[config.mk]
export PLATFORM = sky130hd
export DESIGN_NAME = pc_gen
export DESIGN_NICKNAME = d
export VERILOG_FILES = /design/src/rtl/pc_gen.sv
export SDC_FILE = /design/constraint.sdc
export NUM_CORES = 1
export LEC_CHECK = 0
export ABC_AREA = 0
export BUFFER_PORTS_ARGS = -buffer_cell sky130_fd_sc_hd__buf_2
export CAP_MARGIN = 30
export CORE_UTILIZATION = 55
export CTS_BUF_LIST = sky130_fd_sc_hd__clkbuf_4
export DETAILED_ROUTE_END_ITERATION = 6
export PLACE_DENSITY = 0.81
export RECOVER_POWER = 100
export SETUP_SLACK_MARGIN = 0.02
export SYNTH_ARGS = -nofsm -noshare
export SYNTH_HDL_FRONTEND = slang
export SYNTH_SLANG_ARGS = --single-unit
[constraint.sdc]
create_clock -name Clk -period 5.87 [get_ports Clk]
set_input_delay 0 -clock Clk [delete_from_list [all_inputs] [get_ports Clk]]
set_output_delay 0 -clock Clk [all_outputs]
set_load 0.05 [all_outputs]
[src/rtl/pc_gen.sv]
// Program counter generator: prioritised next-PC selection, exception/EPC
// handling and a circular return-address stack.
module pc_gen #(
  parameter int unsigned      WIDTH        = 32,
  parameter logic [WIDTH-1:0] RESET_VECTOR = WIDTH'(32'h0000_3000),
  parameter logic [WIDTH-1:0] EXC_VECTOR   = WIDTH'(32'h0000_4180),
  parameter int unsigned      RAS_DEPTH    = 4
) (
  input  logic                       Clk,
  input  logic                       PcReSet,
  input  logic                       Stall,
  input  logic                       BrTaken,
  input  logic [WIDTH-1:0]           BrOffset,
  input  logic                       JumpEn,
  input  logic [25:0]                JumpTarget,
  input  logic                       JrEn,
  input  logic [WIDTH-1:0]           JrTarget,
  input  logic                       Link,
  input  logic                       RetHint,
  input  logic                       Exception,
  input  logic                       Eret,
  output logic [WIDTH-1:0]           PC,
  output logic [WIDTH-1:0]           PcPlus4,
  output logic                       Flush,
  output logic [WIDTH-1:0]           EPC,
  output logic [WIDTH-1:0]           RasTop,
  output logic [$clog2(RAS_DEPTH):0] RasCount
);

  localparam int unsigned PW = $clog2(RAS_DEPTH);
  localparam int unsigned CW = PW + 1;

  logic [WIDTH-1:0] pc_n;
  logic [WIDTH-1:0] epc_n;
  logic             flush_n;
  logic             push;
  logic             pop;

  logic [WIDTH-1:0] ras_mem [RAS_DEPTH];
  logic [PW-1:0]    ras_ptr;
  logic [PW-1:0]    ras_ptr_n;
  logic [CW-1:0]    ras_cnt;
  logic [CW-1:0]    ras_cnt_n;
  logic             ras_wr;
  logic [PW-1:0]    ras_wr_idx;

  // Low bits of register targets and the top of the branch offset are shifted out.
  logic unused_bits;
  assign unused_bits = ^{JrTarget[1:0], BrOffset[WIDTH-1:WIDTH-2]};

  assign PcPlus4  = PC + WIDTH'(4);
  assign RasCount = ras_cnt;
  assign RasTop   = (ras_cnt == '0) ? '0 : ras_mem[ras_ptr];

  // Next-PC selection; exceptions bypass Stall, everything else waits for it.
  always_comb begin
    pc_n    = PC;
    epc_n   = EPC;
    flush_n = 1'b0;
    push    = 1'b0;
    pop     = 1'b0;
    if (Exception) begin
      pc_n    = EXC_VECTOR;
      epc_n   = PC;
      flush_n = 1'b1;
    end else if (!Stall) begin
      if (Eret) begin
        pc_n    = {EPC[WIDTH-1:2], 2'b00};
        flush_n = 1'b1;
      end else if (JrEn) begin
        pc_n    = {JrTarget[WIDTH-1:2], 2'b00};
        flush_n = 1'b1;
        push    = Link;
        pop     = RetHint;
      end else if (JumpEn) begin
        pc_n    = {PC[WIDTH-1:28], JumpTarget, 2'b00};
        flush_n = 1'b1;
        push    = Link;
      end else if (BrTaken) begin
        pc_n    = PcPlus4 + {BrOffset[WIDTH-3:0], 2'b00};
        flush_n = 1'b1;
      end else begin
        pc_n    = PcPlus4;
      end
    end
  end

  // RAS: ptr addresses the top entry; a full push overwrites the oldest slot.
  always_comb begin
    ras_ptr_n  = ras_ptr;
    ras_cnt_n  = ras_cnt;
    ras_wr     = 1'b0;
    ras_wr_idx = ras_ptr + PW'(1);
    if (push && pop && (ras_cnt != '0)) begin
      ras_wr     = 1'b1;
      ras_wr_idx = ras_ptr;
    end else if (push) begin
      ras_wr    = 1'b1;
      ras_ptr_n = ras_ptr + PW'(1);
      if (ras_cnt != CW'(RAS_DEPTH)) ras_cnt_n = ras_cnt + CW'(1);
    end else if (pop && (ras_cnt != '0)) begin
      ras_ptr_n = ras_ptr - PW'(1);
      ras_cnt_n = ras_cnt - CW'(1);
    end
  end

  always_ff @(posedge Clk or posedge PcReSet) begin
    if (PcReSet) begin
      PC      <= RESET_VECTOR;
      EPC     <= '0;
      Flush   <= 1'b0;
      ras_ptr <= '0;
      ras_cnt <= '0;
    end else begin
      PC      <= pc_n;
      EPC     <= epc_n;
      Flush   <= flush_n;
      ras_ptr <= ras_ptr_n;
      ras_cnt <= ras_cnt_n;
    end
  end

  // Entry storage is not reset; validity is tracked by the count alone.
  always_ff @(posedge Clk) begin
    if (ras_wr && !PcReSet) ras_mem[ras_wr_idx] <= PcPlus4;
  end

endmodule

; Word level (Yosys, flattened, before mapping)
; Memory sizes are Yosys's and may differ from the RTL's.
; Cells that the tools add are included.
[word_totals]
regBits = 70
ramBits = 128
input_bits = 100
wordCells = 61
n_memories = 1
[op_classes]
addsub = 6
eq_ne = 4
n_mux = 32
bitwise_logic = 1
reduce_logical = 11
[memory_table]
columns = memory, depth, word_bits, rd, rd_clocked_by_memory_dff, write_ports, line_no
row1 = ras_mem, 4, 32, 1, 0, 1, 39  ; logic [WIDTH-1:0] ras_mem [RAS_DEPTH];
[ops]
columns = cell, count
row1 = $mux 32, 7
row2 = $add 32x3->32 const B, 1
row3 = $add 32x32->32, 1
row4 = $mux 1, 19
row5 = $mux 3, 3
row6 = $mux 2, 3
row7 = $logic_and 1x1->1, 4
row8 = $ne 2x1->1 const B, 2
row9 = $ne 4x1->1 const B, 1
row10 = $reduce_and 2->1, 2
row11 = $add 3x1->3 const B, 1
row12 = $logic_not 3->1, 1
row13 = $ne 3x3->1 const B, 1
row14 = $reduce_and 3->1, 1
row15 = $reduce_bool 3->1, 1
row16 = $sub 3x1->3 const B, 1
row17 = $add 2x1->2 const B, 1
row18 = $reduce_bool 2->1, 1
row19 = $sub 2x1->2 const B, 1
row20 = $logic_not 1->1, 1
row21 = $not 1->1, 1

; Depth between registers and ports, before layout
; Gate-level depths: netlist of the first run.
[depth]
word_depth = 11
mapped_depth = 17
depth_no_buf = 16

; Worst setup path after synthesis of the first run
; OpenSTA, ideal clock, no wires.
[synth_path]
path_type = reg-to-reg
startpoint = reg ras_cnt[0] (netlist: RasCount[0])
endpoint = mem ras_mem[3][10], enable pin
setup_ns = 0.504
arrival_time_ns = 4.745
slack_ns = 0.621
path_stages_with_launch = 6
n_path_buf = 0
period_less_slack_ns = 5.249
path_cell_list = dfrtp_1 -> nor3_1 -> nand3b_1 -> and2_1 -> or2_2 -> nor4b_1
[synth_via]
elab_chain_cells = 6
elab_cells_between_ends = 7
[synth_rtl]
columns = element, line_no
row1 = start: declaration, 42  ; logic [CW-1:0] ras_cnt;
row2 = start signal: assignment, 119  ; ras_cnt <= ras_cnt_n;
row3 = $reduce_bool 3->1 (*), 94  ; if (push && pop && (ras_cnt != '0)) begin
row4 = $logic_and 1x1->1 (*), 94
row5 = $mux 1, 94
row6 = $logic_and 1x1->1, 125  ; if (ras_wr && !PcReSet) ras_mem[ras_wr_idx] <= PcPlus4;
row7 = $mux 1, 125
row8 = $mux 1 (implied by the code), 125
row9 = end: declaration, 39
; Every way passes the cells marked *; elsewhere a longest branch is shown, timed or not.

; Worst setup path in the final report of the first run
[layout_path]
startpoint = reg PC[2]
endpoint = reg PC[21]
[layout_via]
elab_chain_cells = 8
[layout_rtl]
columns = element, line_no
row1 = start: declaration, 22  ; output logic [WIDTH-1:0] PC,
row2 = start signal: assignment, 115  ; PC <= pc_n;
row3 = $add 32x3->32 (*), 51  ; assign PcPlus4 = PC + WIDTH'(4);
row4 = $add 32x32->32, 80  ; pc_n = PcPlus4 + {BrOffset[WIDTH-3:0], 2'b00};
row5 = $mux 32 (*), 79  ; end else if (BrTaken) begin
row6 = $mux 32 (*), 75  ; end else if (JumpEn) begin
row7 = $mux 32 (*), 70  ; end else if (JrEn) begin
row8 = $mux 32 (*), 67  ; if (Eret) begin
row9 = $mux 32 (*), 66  ; end else if (!Stall) begin
row10 = $mux 32 (*), 62  ; if (Exception) begin
; Every way passes the cells marked *; elsewhere a longest branch is shown, timed or not. The select of a mux whose other input is x is not followed.
; A chain may end at the register's enable or synchronous reset.

==> results of run 1 <==
## state kept, by name (all words and copies together), names as in the netlist
register  flops
ras_mem     120
RasCount      3
Flush         1
ras_ptr       2
PC           30
EPC          30
## cells by family after synthesis
family,Yosys count,share of synthesized area
multiplexers,68,0.1048
other,1,0.0003593
buffers and inverters,82,0.03273
AO/OA/AOI/OAI,228,0.1437
flip-flops,186,0.5037
adder cells (fa/ha/maj),38,0.04699
XOR/XNOR,56,0.04699
AND/OR/NAND/NOR,260,0.1207
## synth_stat cells (8+ instances only)
cell	instances	area (um^2)
o211ai_1	10	75.07
mux2i_1	8	80.08
edfxtp_1	120	3603
nand2_1	77	289.0
o221ai_1	8	70.07
nand3_1	18	90.09
o22ai_1	9	56.30
buf_4	8	60.06
inv_1	19	71.32
clkbuf_1	44	165.2
nand4_1	9	56.30
nor2b_1	31	193.9
nor2_1	69	259.0
dfrtp_1	64	1602
o21ai_0	55	275.3
ha_1	36	450.4
a31oi_1	9	56.30
mux4_2	30	675.7
a21o_1	9	67.56
a211oi_1	12	90.09
xnor2_1	32	280.3
nor3_1	18	90.09
mux2_2	30	337.8
a21oi_1	54	270.3
xor2_1	24	210.2
## per-layer routing
metal / track usage / up-vias
met3: 0.05403 / 54
li1: - / 3970
met1: 0.4064 / 4158
met4: 0.1122 / 0
met2: 0.4718 / 439
met5: 0 / -
## final cells by class
| class | count | area share |
|---|---|---|
| clock buffer | 18 | 0.01088 |
| clock inverter | 14 | 0.01078 |
| inverter | 21 | 0.006346 |
| sequential | 186 | 0.4234 |
| multi-input combinational | 658 | 0.3913 |
| antenna | 2 | 0.0004029 |
| tap | 234 | 0.02357 |
| timing repair buffer | 297 | 0.1333 |
## metrics by stage
step                      instances  power [mW]  setup WS [ns]  hold WS [ns]  utilization
after floorplan                 926       3.006         0.6213        0.1450            -
after global placement         1333       3.394          1.620        0.2315       0.6293
after detailed placement       1333       3.421          1.489        0.2421       0.6293
after CTS                      1428       4.140         0.9858     0.0004546       0.6776
after global routing           1430       4.247         0.3801       0.03825       0.6663
final                          1430       4.074         0.7607       0.04000       0.6663
## final timing paths
kind | to | slack, ns | depth (start not counted)
min | PC[2]$_DFFE_PP0P_ | 0.04 | 7
max in group asynchronous | ras_ptr[1]$_DFFE_PP0P_ | 2.25 | 4
min in group asynchronous | ras_ptr[0]$_DFFE_PP0P_ | 1.40 | 4
max | PC[21]$_DFFE_PP0P_ | 0.76 | 15
min reg2reg | EPC[3]$_DFFE_PP0P_ | 0.55 | 1
max reg2reg | PC[21]$_DFFE_PP0P_ | 0.76 | 15
## power by group through the flow
| stage | Clock [mW] | Combinational (mW) | Sequential (mW) |
|---|---|---|---|
| 4_1_cts | 0.708 | 1.85 | 1.58 |
| 2_1_floorplan | 0 | 1.31 | 1.70 |
| 5_1_grt | 0.759 | 1.90 | 1.59 |
| 3_5_place_dp | 0 | 1.81 | 1.61 |
| 6_report | 0.702 | 1.79 | 1.58 |
| 3_3_place_gp | 0 | 1.79 | 1.60 |
## critical path: cells and delay by family (launching register included)
kind / cells / cell delay [ns]
AO/OA/AOI/OAI: 6 / 1.53
XOR/XNOR: 2 / 0.83
adder cells (fa/ha/maj): 2 / 0.72
buffers and inverters: 2 / 0.62
flip-flops: 1 / 0.54
multiplexers: 1 / 0.19
AND/OR/NAND/NOR: 2 / 0.58
## what timing repair did
action	4_1_cts	5_1_grt
hold buffers	63	0
hold endpoints to repair	101	0
resized for setup	0	0
buffers inserted	0	0
==> impl_metrics.csv, run 1 <==
group,metric,value,unit
pwr,p_switching,1.843,mW
flow_run,cap_viol_max_count,4,
routing,final_antenna_net_count,0,
worst_setup_path,cp.required,6.35,ns
cts,htree_levels,4,
sta,finalSetupViolCount,0,
routing,vias,8621,
placed_design,port_buffers,219,
final_layout,syn_to_final_growth,19.01,%
min_path,worstHoldStart,"JumpTarget[0]",
worst_setup_path,crit_start,"PC[2]$_DFFE_PP0P_",
yosys,yosysWarnings,0,
routing,drc,0,
worst_setup_path,cp_slowest_cell,"xnor2_1",
final_layout,drive_above_1_share,0.1742,
yosys,syn-cell-area,10440,um^2
sta,fmax,0.1957,GHz
pwr,irDropWorstVdd,0.1333,mV
sta,rsz0062_at_grt,"no",
pwr,leakagePower,4.788,nW
worst_setup_path,start_kind,"flip-flop",
pwr,seqPwrFrac,0.388,
final_layout,multi_input_area,4861,um^2
cts,clock_path_buffers,2,
yosys,netlist_instances,919,
cts,cts_buffers,17,
routing,wl_met1,12.17,mm
cts,cts-root-buf,"clkbuf_4",
final_layout,fin_area,12420,um^2
routing,wl_met3,2.189,mm
sta,tns,0,ns
routing,via_per_inst,6.029,
worst_setup_path,crit_chain,"ha_1, inv_1, nor2_1, nand3_1, xnor2_1, ha_1, a21oi_1, o21ai_0, o21bai_1, a221oi_1, xnor2_1, mux2i_1, a21oi_1, a221o_1, dlygate4sd3_1",
final_layout,mostFrequentLayoutCell,"clkbuf_1",
placed_design,gp_congestion,0.9222,
run_status,violations,"max-capacitance violations, max-slew violations",
sta,fin_crit_sh,0.8704,
die,die_w,139.8,um
pwr,sw_frac_of_total,0.4524,
die,core,18640,um^2
yosys,synth-seq-cells,186,
worst_setup_path,cp_data_arrival_time,5.59,ns
die,dieHeight,139.8,um
routing,first_iter_violations,689,
yosys,async_flop_share,0.3548,
worst_setup_path,path_class,"reg -> reg",
global_route,grt_overflow,0,
global_route,grtUsageTotal,0.2964,
worst_setup_path,max_stage_delay,0.71,ns
global_route,grt_pass1_vias,8161,
sta,fin_crit,5.109,ns
global_route,grt_antenna_before_repair,3,
min_path,hold_path_class,"in -> reg",
global_route,grt_max_degree,67,
routing,dr.max_layer_used,"met4",
die,ioPinCount,232,
die,initial_core_util,0.5599,
pwr,pwr-share-clk,0.172,
die,dieArea,19530,um^2
sta,skew,0.02391,ns
worst_setup_path,r2r-start,"PC[2]$_DFFE_PP0P_",
final_layout,num-fill-cells,1495,
pwr,intPower,2.231,mW
yosys,synth_ff_type,"edfxtp_1",
final_layout,regArea,5260,um^2
die,num_rows,50,
yosys,synth_edf_count,120,
yosys,synth-seq-area-share,0.5037,
cts,clkLatencyLatePin,0.58,ns
cts,clkTransAtPathRegs,0.16,ns
cts,tritoncts,"built",
routing,met2WireLength,13.35,mm
pwr,pwr_density_cell,328.0,nW/um^2
yosys,synthDistinctLibCells,73,
worst_setup_path,path_max_fanout,8,
final_layout,most-common-layout-cells,"clkbuf_1, edfxtp_1, buf_2",
run_status,status,"finished, violations left",
worst_setup_path,crit_path_end_kind,"flip-flop",
routing,wire_per_inst,19.90,um
routing,wl,28.46,mm
sta,hold_violations,0,
placed_design,place_hpwl,19.72,mm
sta,worstMarginPinSlew,3.567,ns
cts,cts.sinks,186,
sta,max_slew_margin,-1.378,
routing,drtPass1Iterations,5,
sta,drv_slew,157,
global_route,grt_first_pass_wirelength,44.09,mm
placed_design,dpl_cell_area,11730,um^2
pwr,combPwrFrac,0.440,
yosys,synth.avg_cell_area,11.36,um^2
final_layout,nets,1319,
No activity file was read; power rests on OpenSTA's default activity.
==> run 2: changes to the inputs <==
CELL_PAD_IN_SITES_DETAIL_PLACEMENT = 1   (was default)
CELL_PAD_IN_SITES_GLOBAL_PLACEMENT = 1   (was default)
CORE_UTILIZATION = 44   (was 55)
PLACE_DENSITY = default   (was 0.81)
PLACE_DENSITY_LB_ADDON = 0.1   (was default)
==> run 2 against run 1 <==
  * The run still ends with max-capacitance violations, max-slew violations left
  * Die area rose by 25%
  * Maximum frequency rose by 1.4%
  * Non-clock buffer count rose by 7
  * Worst setup slack improved by 0.072 ns
  * Via count fell by 1.3%
  * Critical endpoint unchanged
  * Highest routed layer is now met5
==> impl_metrics.csv, run 2 (synthesis results as in run 1) <==
group,metric,value,unit
cts,cts_resized,0,
worst_setup_path,crit_family,"compound AO/OA/AOI/OAI gates",
worst_setup_path,start_kind,"flip-flop",
sta,worstMarginPinSlew,3.688,ns
sta,tns,0,ns
final_layout,max_flop_register,"ras_mem",
routing,wl,31.80,mm
sta,fmax,0.1985,GHz
final_layout,nets,1326,
global_route,grt_max_degree,67,
die,die_w,156.0,um
final_layout,mostFrequentLayoutCell,"clkbuf_1",
final_layout,most-common-layout-cells,"clkbuf_1, edfxtp_1, buf_2",
die,dieArea,24340,um^2
pwr,pwr_density_cell,330.7,nW/um^2
cts,clock_path_buffers,2,
global_route,top_usage_layer,"met2",
cts,clkLatencyLatePin,0.59,ns
global_route,grtUsageTotal,0.2676,
pwr,p_total,4.165,mW
sta,max_slew_margin,-1.458,
global_route,grt_antenna_before_repair,3,
final_layout,largest_reg_flops,120,
sta,rsz0062_at_grt,"no",
sta,hold_violations,0,
worst_setup_path,cp_data_arrival_time,5.52,ns
routing,wire_per_inst,20.96,um
min_path,hold_path_class,"in -> reg",
placed_design,port_buffers,219,
global_route,grt_pass1_vias,8662,
worst_setup_path,max_stage_delay,0.55,ns
final_layout,final_util,0.5480,
routing,first_iter_violations,399,
die,ioPinCount,232,
cts,tritoncts,"built",
routing,drc,0,
cts,clkTransAtPathRegs,0.22,ns
worst_setup_path,worstPathBufferInverterCount,2,
worst_setup_path,cp_slowest_cell,"xnor2_1",
worst_setup_path,path_max_fanout,9,
worst_setup_path,crit_path_end_kind,"flip-flop",
die,core,22980,um^2
worst_setup_path,cp.required,6.35,ns
sta,fin_crit_sh,0.8582,
cts,cts_buffers,17,
cts,htree_levels,4,
sta,finalSetupViolCount,0,
placed_design,place_hpwl,22.76,mm
routing,via_per_inst,5.609,
die,initial_core_util,0.4541,
die,dieHeight,156.0,um
sta,drv_slew,191,
run_status,status,"finished, violations left",
pwr,irDropWorstVdd,0.1865,mV
worst_setup_path,path_common_cell,"a21oi_1",
routing,final_antenna_net_count,0,
global_route,gr-usage-met2,0.4428,
sta,skew,0.04759,ns
final_layout,syn_to_final_growth,20.68,%
placed_design,gp_congestion,0.8562,
worst_setup_path,crit_chain,"ha_1, inv_1, nor2_1, nand3_1, xnor2_1, ha_1, a21oi_1, o21ai_0, a21oi_1, o21bai_1, a221oi_1, xnor2_1, mux2i_1, a21oi_1, a221o_1, dlygate4sd3_1",
flow_run,cap_viol_max_count,5,
final_layout,drive_above_1_share,0.1732,
run_status,violations,"max-capacitance violations, max-slew violations",
worst_setup_path,path_class,"reg -> reg",
routing,drtPass1Iterations,5,
routing,vias,8509,
sta,fin_crit,5.038,ns
final_layout,largest_registers,"ras_mem (120), EPC (30), PC (30)",
global_route,grt_first_pass_wirelength,49.07,mm
pwr,leakagePower,4.836,nW
die,num_rows,55,
global_route,use_met1,0.3746,
cts,cts.sinks,186,
global_route,grt_util_met3,0.03694,
global_route,grt_overflow,0,
cts,cts-root-buf,"clkbuf_4",
[run 2: cell types whose count changed in the layout (fill, tap and decap cells not counted), moves of 2 or more]
cell           previous run  this run
inv_12                    0         2
clkbuf_1                133       135
nor3_2                    2         0
nor3_1                   16        18
clkinvlp_4                3         0
clkinv_8                  0         4
dlygate4sd3_1            63        66
[run 2: metal layers]
| metal | vias to the layer above | routed length, um | part of all wire |
|---|---|---|---|
| li1 | 3987 | - | - |
| met1 | 4260 | 14810 | 0.47 |
| met2 | 240 | 15250 | 0.48 |
| met3 | 20 | 1413 | 0.044 |
| met4 | 2 | 310 | 0.0097 |
| met5 | - | 13 | 0.00041 |
[run 2: repair_timing]
action,in CTS,in global routing
setup buffers,0,0
hold buffers,66,0
endpoints found under the hold margin,98,0
[run 2: layout make-up]
type	instances	area [um^2]
clock inverters	15	178.9
multi-input cells	658	4846
diodes	3	7.507
repair buffers	304	1705
well taps	313	391.6
clock buffers	17	127.6
inverters	21	78.83
fillers	2656	10390
flip-flops and latches	186	5260
[run 2: worst register-to-register path, cell delays in order (launching register included)]
cell and delay, ns:
dfrtp_1 0.54, ha_1 0.27, inv_1 0.06, nor2_1 0.31, nand3_1 0.15, xnor2_1 0.55, ha_1 0.47, a21oi_1 0.23
o21ai_0 0.17, a21oi_1 0.23, o21bai_1 0.17, a221oi_1 0.52, xnor2_1 0.12, mux2i_1 0.19, a21oi_1 0.10, a221o_1 0.31
dlygate4sd3_1 0.55
[run 2: final timing paths]
check / startpoint / end / slack (ns) / cells after the start
min: Stall / Flush$_DFF_PP0_ / 0.03 / 3
max reg2reg: PC[2]$_DFFE_PP0P_ / PC[21]$_DFFE_PP0P_ / 0.83 / 16
min in group asynchronous: PcReSet / ras_ptr[1]$_DFFE_PP0P_ / 1.42 / 4
min reg2reg: RasCount[2]$_DFFE_PP0P_ / RasCount[2]$_DFFE_PP0P_ / 0.55 / 1
max: PC[2]$_DFFE_PP0P_ / PC[21]$_DFFE_PP0P_ / 0.83 / 16
max in group asynchronous: PcReSet / ras_ptr[0]$_DFFE_PP0P_ / 2.10 / 4
[run 2: report_power, final]
part / total [mW] / leakage, nW / internal, mW / switching, mW
clock: 0.759 / 0.163 / 0.208 / 0.551
combinational: 1.82 / 2.73 / 0.555 / 1.27
sequential: 1.58 / 1.94 / 1.47 / 0.118
total: 4.17 / 4.84 / 2.23 / 1.94
[run 2: through the flow]
step | setup WS (ns) | instances | hold WS, ns | cell area [um^2]
floorplan | 0.6213 | 926 | 0.1450 | 10460
global placement | 1.425 | 1416 | 0.2321 | 11860
detailed placement | 1.308 | 1416 | 0.2419 | 11860
CTS | 0.9054 | 1514 | 0.001081 | 12830
global route | 0.3728 | 1516 | 0.03309 | 12590
finish | 0.8323 | 1517 | 0.03083 | 12600
==> run 3: changes to the inputs <==
PLACE_DENSITY = 0.9   (was default)
PLACE_DENSITY_LB_ADDON = default   (was 0.1)
==> run 3 against run 2 <==
  * The flow still finishes with violations (max-capacitance violations, max-slew violations)
  * Cell area rose by 0.11%
  * Global-route usage rose by 2.3 points
  * Flip-flop and latch count unchanged
  * Sequential power about the same
  * Non-clock buffer count is 1 lower
  * Total power is 0.77% higher
  * Clock power grew 2%
  * Die area is the same
  * Critical endpoint is now PC[31]$_DFFE_PP0P_
==> impl_metrics.csv, run 3 (synthesis results as in run 1) <==
group,metric,value,unit
run_status,status,"finished, violations left",
run_status,violations,"max-capacitance violations, max-slew violations",
sta,hold-worst-slack,0.05304,ns
routing,drc,0,
final_layout,largest_registers,"ras_mem (120), EPC (30), PC (30)",
worst_setup_path,path_max_fanout,8,
sta,drv_slew,223,
global_route,grtUsageTotal,0.2910,
final_layout,most-common-layout-cells,"clkbuf_1, edfxtp_1, buf_2",
pwr,irDropWorstVdd,0.2223,mV
cts,cts_buffers,17,
worst_setup_path,max_stage_delay,0.62,ns
cts,clock_path_buffers,2,
sta,fin_crit_sh,0.9179,
final_layout,final_cells,1516,
worst_setup_path,start_kind,"flip-flop",
pwr,pwr_density_cell,332.9,nW/um^2
sta,hold_violations,0,
die,die_w,156.0,um
final_layout,regArea,5259,um^2
cts,cts-root-buf,"clkbuf_4",
die,num_rows,55,
final_layout,num-fill-cells,2671,
final_layout,multi_input_area,4856,um^2
cts,cts_resized,0,
worst_setup_path,cp_data_arrival_time,5.89,ns
sta,finalSetupViolCount,0,
placed_design,place_hpwl,23.30,mm
worst_setup_path,crit_path_end_kind,"flip-flop",
routing,drtPass1Iterations,5,
final_layout,max_flop_register,"ras_mem",
sta,fin_crit,5.388,ns
worst_setup_path,reg2reg_to,"PC[31]$_DFFE_PP0P_",
die,core,22980,um^2
final_layout,nets,1325,
die,dieArea,24340,um^2
cts,tritoncts,"built",
global_route,grt_first_pass_wirelength,53.45,mm
min_path,hold_path_class,"in -> reg",
placed_design,gp_congestion,0.8560,
worst_setup_path,r2r-start,"PC[2]$_DFFE_PP0P_",
final_layout,mostFrequentLayoutCell,"clkbuf_1",
cts,htree_levels,4,
cts,cts.sinks,186,
routing,wl,34.45,mm
sta,tns,0,ns
pwr,leakagePower,4.843,nW
global_route,grt_max_degree,67,
routing,via_per_inst,5.832,
die,initial_core_util,0.4541,
final_layout,drive_above_1_share,0.1725,
sta,rsz0062_at_grt,"no",
worst_setup_path,cp.required,6.37,ns
global_route,grt_overflow,0,
worst_setup_path,crit_chain,"ha_1, inv_1, nor2_1, nand3_1, nor4_1, xor2_1, ha_1, a21oi_1, o21ai_0, nand2b_1, a211oi_1, a21oi_1, nor4b_1, nor3_1, xor2_1, o21ai_0, dlygate4sd3_1",
cts,clkLatencyLatePin,0.60,ns
worst_setup_path,r2r_slack,0.48,ns
final_layout,syn_to_final_growth,20.81,%
final_layout,largest_reg_flops,120,
sta,worst_slack,0.4822,ns
placed_design,port_buffers,219,
global_route,grt_pass1_vias,9332,
min_path,worstHoldEndpoint,"Flush$_DFF_PP0_",
global_route,grt_antenna_before_repair,4,
sta,worstMarginPinSlew,3.677,ns
routing,wire_per_inst,22.73,um
die,ioPinCount,232,
cts,clkTransAtPathRegs,0.19,ns
placed_design,place_inst,1414,
flow_run,cap_viol_max_count,6,
cts,postCtsSetupBuffers,0,
worst_setup_path,cp_slowest_cell,"xor2_1",
worst_setup_path,r2r_cells,17,
placed_design,place_ws,1.289,ns
pwr,p_total,4.197,mW
die,dieHeight,156.0,um
worst_setup_path,path_class,"reg -> reg",
sta,fmax,0.1856,GHz
routing,vias,8842,
sta,skew,0.03833,ns
min_path,min_path_cells,3,
routing,first_iter_violations,627,
routing,final_antenna_net_count,0,
min_path,worstHoldStart,"Stall",
sta,max_slew_margin,-1.451,
## run 3: changes by cell type in the layout (fill, tap and decap cells not counted), sizes merged
cell / change
buf: -1
bufinv: +1
clkinv: +1
clkinvlp: +1
dlygate4sd3: +1
inv: -4
## run 3: critical path: cells and delay by family (launching register included)
family                     cells  cell delay [ns]
and+or+nand+nor                6             1.66
DFF                            1             0.55
xor gates and xnor gates       2             0.85
AOI/OAI and AO/OA              5             0.86
adders and majority gates      2             0.72
buffers and inverters          2             0.65
## run 3: how the worst max path moves through the flow
stage                                  startpoint                        to  slack (ns)  depth (start not counted)
after floorplan           RasCount[0]$_DFFE_PP0P_  ras_mem[3][10]$_DFFE_PP_        0.62                          5
after global placement          PC[2]$_DFFE_PP0P_        PC[31]$_DFFE_PP0P_        1.50                         16
after detailed placement        PC[2]$_DFFE_PP0P_        PC[31]$_DFFE_PP0P_        1.29                         16
after CTS                       PC[2]$_DFFE_PP0P_        PC[31]$_DFFE_PP0P_        0.72                         17
after global routing            PC[2]$_DFFE_PP0P_        PC[31]$_DFFE_PP0P_        0.13                         17
final                           PC[2]$_DFFE_PP0P_        PC[31]$_DFFE_PP0P_        0.48                         17
## run 3: metrics by stage
| stage | util | area, um^2 |
|---|---|---|
| after global routing | 0.5486 | 12610 |
| after floorplan | - | 10460 |
| final | 0.5486 | 12610 |
| after CTS | 0.5580 | 12830 |
| after detailed placement | 0.5154 | 11850 |
| after global placement | 0.5154 | 11850 |
## run 3: area by class of cell
| cell class | instances | area share |
|---|---|---|
| inverters | 21 | 0.006251 |
| repair buffers | 303 | 0.1353 |
| clock buffers | 18 | 0.01072 |
| diodes | 3 | 0.0005954 |
| flip-flops and latches | 186 | 0.4170 |
| clock inverters | 14 | 0.01389 |
| well taps | 313 | 0.03106 |
| multi-input cells | 658 | 0.3851 |
## run 3: what timing repair did
item                                    4_1_cts  5_1_grt
hold buffers                                 67        0
endpoints found under the hold margin        97        0
endpoints found under the setup margin        0        0
## run 3: metal layers
layer,global-route usage,vias up,part of all wire
met2,0.4821,341,0.49
met1,0.3904,4470,0.44
met5,0,-,0.00023
met3,0.04778,57,0.049
li1,-,3972,-
met4,0.09150,2,0.024
## run 3: power by group
| part | internal (mW) | total (mW) | switching, mW | leakage, nW |
|---|---|---|---|---|
| Combinational | 0.548 | 1.86 | 1.31 | 2.74 |
| Sequential | 1.46 | 1.57 | 0.100 | 1.94 |
| Clock | 0.243 | 0.775 | 0.532 | 0.163 |
| Total | 2.26 | 4.20 | 1.94 | 4.84 |
